## src/rtl/hls_run_pkg.sv

```systemverilog
// Shared types for the HLS run sequencer: FSM states, record status codes
// and the per-run result record.
package hls_run_pkg;

  localparam int REC_RUN_W = 8;
  localparam int REC_CYC_W = 32;

  typedef enum logic [2:0] {
    IDLE,
    RST,
    START,
    WAIT,
    REPORT,
    FIN
  } state_e;

  typedef enum logic [1:0] {
    ST_PASS    = 2'd0,
    ST_FAIL    = 2'd1,
    ST_NOCMP   = 2'd2,
    ST_TIMEOUT = 2'd3
  } status_e;

  typedef struct packed {
    logic [REC_RUN_W-1:0] idx;
    status_e              status;
    logic [REC_CYC_W-1:0] cycles;
  } rec_t;

endpackage

```

## src/rtl/hls_cycle_counter.sv

```systemverilog
// Saturating load/increment counter with an equality compare against a limit.
// Shared by the DUT reset hold and the run latency/timeout measurement.
module hls_cycle_counter #(
  parameter int W = 32
) (
  input  logic         clk_i,
  input  logic         rst_i,
  input  logic         load_i,
  input  logic         inc_i,
  input  logic [W-1:0] load_val_i,
  input  logic [W-1:0] limit_i,
  output logic [W-1:0] cnt_o,
  output logic         eq_o
);

  logic [W-1:0] cnt_q, cnt_d;

  always_comb begin
    cnt_d = cnt_q;
    if (load_i)
      cnt_d = load_val_i;
    else if (inc_i && cnt_q != '1)
      cnt_d = cnt_q + 1'b1;
  end

  always_ff @(posedge clk_i) begin
    if (rst_i) cnt_q <= '0;
    else       cnt_q <= cnt_d;
  end

  assign cnt_o = cnt_q;
  assign eq_o  = (cnt_q == limit_i);

endmodule

```

## src/rtl/hls_run_sequencer.sv

```systemverilog
// Batch run controller for start/done HLS accelerators: resets, starts and
// times each run, then reports one result record per run.
module hls_run_sequencer
  import hls_run_pkg::*;
#(
  parameter int RET_W      = 64,
  parameter int CYC_W      = REC_CYC_W,
  parameter int RUN_W      = REC_RUN_W,
  parameter int RST_CYCLES = 2
) (
  input  logic             clock,
  input  logic             reset,
  input  logic             go,
  input  logic [RUN_W-1:0] num_runs,
  input  logic [CYC_W-1:0] timeout_cycles,
  input  logic             cmp_en,
  input  logic [RET_W-1:0] exp_ret,
  output logic             dut_reset,
  output logic             dut_start,
  input  logic             dut_done,
  input  logic [RET_W-1:0] dut_ret,
  output logic             rec_valid,
  input  logic             rec_ready,
  output logic [RUN_W-1:0] rec_idx,
  output logic [1:0]       rec_status,
  output logic [CYC_W-1:0] rec_cycles,
  output logic             busy,
  output logic             batch_done,
  output logic [RUN_W-1:0] fail_cnt
);

  state_e           state_q, state_d;
  logic [RUN_W-1:0] nruns_q, idx_q, idx_d, fail_q, fail_d;
  logic [CYC_W-1:0] to_q;
  logic             cmp_q;
  logic [RET_W-1:0] exp_q;
  rec_t             rec_q, rec_d;

  logic             cnt_load, cnt_inc, cnt_eq;
  logic [CYC_W-1:0] cnt, cnt_lim;
  logic             cap;
  status_e          cap_st, done_st;
  logic [CYC_W-1:0] cap_cyc;

  hls_cycle_counter #(.W(CYC_W)) u_cnt (
    .clk_i      (clock),
    .rst_i      (reset),
    .load_i     (cnt_load),
    .inc_i      (cnt_inc),
    .load_val_i (CYC_W'(1)),
    .limit_i    (cnt_lim),
    .cnt_o      (cnt),
    .eq_o       (cnt_eq)
  );

  assign cnt_lim = (state_q == RST) ? CYC_W'(RST_CYCLES) : to_q;
  assign done_st = !cmp_q ? ST_NOCMP :
                   (dut_ret == exp_q) ? ST_PASS : ST_FAIL;

  always_comb begin
    state_d = state_q;
    idx_d   = idx_q;
    fail_d  = fail_q;
    rec_d   = rec_q;
    cap     = 1'b0;
    cap_st  = ST_PASS;
    cap_cyc = cnt;
    unique case (state_q)
      IDLE: begin
        if (go) begin
          idx_d   = '0;
          fail_d  = '0;
          state_d = (num_runs == '0) ? FIN : RST;
        end
      end
      RST: begin
        if (cnt_eq) state_d = START;
      end
      START: begin
        if (dut_done) begin
          cap    = 1'b1;
          cap_st = done_st;
        end else begin
          state_d = WAIT;
        end
      end
      WAIT: begin
        // done has priority over a timeout landing in the same cycle
        if (dut_done) begin
          cap    = 1'b1;
          cap_st = done_st;
        end else if (to_q != '0 && cnt_eq) begin
          cap     = 1'b1;
          cap_st  = ST_TIMEOUT;
          cap_cyc = to_q;
        end
      end
      REPORT: begin
        if (rec_ready) begin
          if (rec_q.status == ST_TIMEOUT ||
              idx_q == nruns_q - 1'b1) begin
            state_d = FIN;
          end else begin
            idx_d   = idx_q + 1'b1;
            state_d = RST;
          end
        end
      end
      FIN: state_d = IDLE;
      default: state_d = IDLE;
    endcase
    if (cap) begin
      state_d = REPORT;
      rec_d   = '{idx: idx_q, status: cap_st, cycles: cap_cyc};
      if ((cap_st == ST_FAIL || cap_st == ST_TIMEOUT) && fail_q != '1)
        fail_d = fail_q + 1'b1;
    end
  end

  assign cnt_load = (state_d == RST || state_d == START) &&
                    (state_d != state_q);
  assign cnt_inc  = !cnt_load &&
                    (state_q == RST || state_q == START ||
                     state_q == WAIT);

  always_ff @(posedge clock) begin
    if (reset) begin
      state_q <= IDLE;
      nruns_q <= '0;
      idx_q   <= '0;
      fail_q  <= '0;
      to_q    <= '0;
      cmp_q   <= 1'b0;
      exp_q   <= '0;
      rec_q   <= '0;
    end else begin
      state_q <= state_d;
      idx_q   <= idx_d;
      fail_q  <= fail_d;
      rec_q   <= rec_d;
      if (state_q == IDLE && go) begin
        nruns_q <= num_runs;
        to_q    <= timeout_cycles;
        cmp_q   <= cmp_en;
        exp_q   <= exp_ret;
      end
    end
  end

  assign dut_reset  = (state_q == IDLE) || (state_q == RST);
  assign dut_start  = (state_q == START);
  assign rec_valid  = (state_q == REPORT);
  assign busy       = (state_q != IDLE);
  assign batch_done = (state_q == FIN);
  assign rec_idx    = rec_q.idx;
  assign rec_status = rec_q.status;
  assign rec_cycles = rec_q.cycles;
  assign fail_cnt   = fail_q;

endmodule

```

## config.mk

```make
export PLATFORM = sky130hd
export DESIGN_NAME = hls_run_sequencer
export DESIGN_NICKNAME = d
export VERILOG_FILES = /design/src/rtl/hls_run_pkg.sv /design/src/rtl/hls_cycle_counter.sv /design/src/rtl/hls_run_sequencer.sv
export SDC_FILE = /design/constraint.sdc
export NUM_CORES = 1
export LEC_CHECK = 0
export ABC_AREA = 0
export CORE_ASPECT_RATIO = 0.6
export CORE_MARGIN = 2
export CORE_UTILIZATION = 50
export CTS_CLUSTER_DIAMETER = 200
export DETAILED_ROUTE_END_ITERATION = 10
export PLACE_DENSITY_LB_ADDON = 0.15
export SLEW_MARGIN = 30
export SYNTH_ARGS = -nofsm -noshare
export SYNTH_HDL_FRONTEND = slang
export SYNTH_SLANG_ARGS = --single-unit
```

## constraint.sdc

```tcl
create_clock -name clock -period 3 [get_ports clock]
set_input_delay 0.6 -clock clock [delete_from_list [all_inputs] [get_ports clock]]
set_output_delay 0.6 -clock clock [all_outputs]
set_load 0.005 [all_outputs]
```

==> run metrics <==
vertical die dimension=109 um; floorplan row count=38; status=finished clean; via count of the first global-routing pass=~8,000; commonest non-fill, non-tap cell in the layout=nand2_1; initial cell density of the core=51.0%; async set-reset flop share out of synthesis=0%; dominant synthesized flop cell=dfxtp_1; worst min path class=reg -> reg; post-route worst setup slack=109 ps; data required time at the worst endpoint=roughly 3400 ps; GR Util All Layers=~29%; via count normalized by instance count=5.42; Floorplan Core Area=around 18,000 um2; signed area change from the synthesized netlist to the final layout=36.9%; worst slew pin tran=728 ps; wire length of the first global-routing pass=43,300 um; leakage power figure=4.51 nW; dominant cell type by area after synthesis=dfxtp_1; fraction of the mapped netlist area in compound gates=roughly a tenth; post-synthesis cell count=1,128; number of hold violations in the final report=0; fill cell instance count of the final layout=1,463; full die area=19,500 um2; category of the critical setup timing path=reg -> reg; type of origin of the critical path=flip-flop; TritonCTS Sinks=198; distinct cell type count after synthesis=62; VDD IR max=around 0.33 mV; count of antenna diodes in the layout=0; vias=around 9,000; number of synthesized flops with an enable pin=0; synthesized area divided by synthesized cell count=8.15 um2; root cell of the clock tree=clkbuf_16; power per unit of standard cell area=482 nW/um2; TritonCTS Buffers=17; post-route cell area=between 10,000 and 15,000 um2; share of the synthesized area in the top cell type=between 40% and 50%; Syn. warnings=0; Simple-Gate Fraction of Synth Area=25.8%; final total negative setup slack=0 ps; number of DRC markers in iteration 0=737; Synthesized Nets=1,306; Chip Width=179 um; fin. max-slew vios=0; unrepaired setup endpoints after global routing=false; utilization after layout=69.9%; DP Area=12,000 um2; post-route clock period utilization=96.4%; setup violation total in the final timing report=0; netlist area before placement=9200 um2; portion of the post-synthesis area used by sequential elements=43.1%; post-synthesis adder-cell area fraction=0.544%; number of synthesized register bits=between 150 and 200; Max transition margin=about half; final weighted congestion in routability-driven placement=0.974; Clock Tree Buf Depth=2; clock edge transition at the registers on the reported setup and hold paths=70 ps; total congestion overflow=0; Post-DRT Antenna Nets=0; commonest non-fill, non-tap cells in the layout=nand2_1, clkdlybuf4s50_1, dfxtp_1; top achievable clock speed=0.346 GHz; pin count of the biggest net entering global routing=between 60 and 70; final hold slack=468 ps; post-CTS setup repair buffer count=0; Setup WS pre-CTS=12.9 ps; largest cells by area after synthesis=dfxtp_1, nand2_1, xnor2_1; mux share of post-synthesis cell area=between 5 and 6%; antenna violations before repair=0; Critical Path AT=3260 ps; kind of end point of the critical path=flip-flop; remaining routing DRC violations=0; area share of xor/xnor cells in the synthesized design=10.6%; final WL=28,200 um; max-capacitance violation count=0; DPL Wire Length=21,100 um; Initial DRT Pass Iterations=5; boundary pin count=~230; fraction of layout cells with a size suffix above 1=7.42%; net total in the final layout=1,539; H-tree level count=4; clock latency on the worst-skew pair=roughly 440 ps; Avg WL per Cell=between 15 and 20 um; count of input and output buffers=roughly 230; dominant combinational cell family by area after synthesis=simple AND/OR/NAND/NOR gates; Layout Skew=12.2 ps; TritonCTS clock tree=done; Worst Path Max Fanout=10; crit path time final=2890 ps; internal reg-to-reg setup slack=~110 ps
## metrics by stage
stage	std cells	total power, mW
5_1_grt	1614	6.29
4_1_cts	1614	6.08
2_1_floorplan	1128	3.29
3_3_place_gp	1582	3.69
6_report	1614	6.07
3_5_place_dp	1582	3.71
## sequential cells by signal (all words and copies together) (netlist names)
signal and cells:
nruns_q 8, fail_cnt 8, state_q 3, to_q 32, u_cnt.cnt_o 32, rec_cycles 32, cmp_q 1, exp_q 64
rec_status 2, rec_idx 8, idx_q 8
## worst paths after layout
check / start / to / cells past startpoint
setup / recovery: u_cnt.cnt_o[16] / fail_cnt[7] / 8
hold / removal: exp_q[63] / exp_q[63] / 2
setup reg to reg: u_cnt.cnt_o[16] / fail_cnt[7] / 8
hold reg to reg: exp_q[63] / exp_q[63] / 2
## per-layer routing
layer	wire length (um)	share of wire [%]	GRT usage, %
met5	0	0	0
met4	331	1.2	6.22
met3	2340	8.3	6.56
met2	11200	40	40.5
met1	14300	51	45.1
## what timing repair did
| action | in CTS | in global routing |
|---|---|---|
| hold buffers | 0 | 0 |
| setup endpoints to repair | 0 | 10 |
| resized for setup | 0 | 2 |
| endpoints found under the hold margin | 0 | 0 |
## cell usage after synthesis (5+ instances only)
master      n
and3_1     14
xnor2_1    91
nor3_1     12
a21oi_1   107
inv_1      31
nand4_1    34
nand2b_1   12
nor2_1    109
and4_1      6
o31ai_1     7
nor2b_1    13
nor3b_1     5
nand3_1    19
or2_2       7
clkbuf_1   45
nand2_1   241
o22ai_1     8
nor4_1     20
dfxtp_1   198
buf_2      11
xor2_1     20
mux2i_1    48
## power breakdown
part           leakage, nW  switching, mW  internal [mW]
Sequential            1.61         0.0878           2.72
Clock                0.295           1.10           1.30
Combinational         2.60          0.403          0.447
Total                 4.51           1.59           4.47
## layout make-up
| type | count | area, um2 | share of cell area (%) |
|---|---|---|---|
| multi-input cells | 838 | 4900 | 38.9 |
| flip-flops and latches | 198 | 3960 | 31.5 |
| repair buffers | 275 | 2700 | 21.4 |
| clock buffers | 19 | 453 | 3.60 |
| well taps | 240 | 300 | 2.38 |
| clock inverters | 13 | 159 | 1.26 |
| inverters | 31 | 116 | 0.924 |
## critical path, cell delays in order, from the launching register on
cell       delay [ps]
dfxtp_1           400
nor2b_1           180
a2111oi_2         360
nand4_1           230
nor4_4            410
nand3_2           130
o41a_1            480
nor4_1            410
mux2i_1           220
## cells by family (layout without fill, tap and decap cells)
group                      count (synthesis)  in the layout
muxes                                     49             49
AOI/OAI and AO/OA                        161            161
and+or+nand+nor                          513            513
xor gates and xnor gates                 111            111
buffers and inverters                     92            338
DFF                                      198            198
adders and majority gates                  4              4
Note: power is estimated with default switching activity, not from simulation.
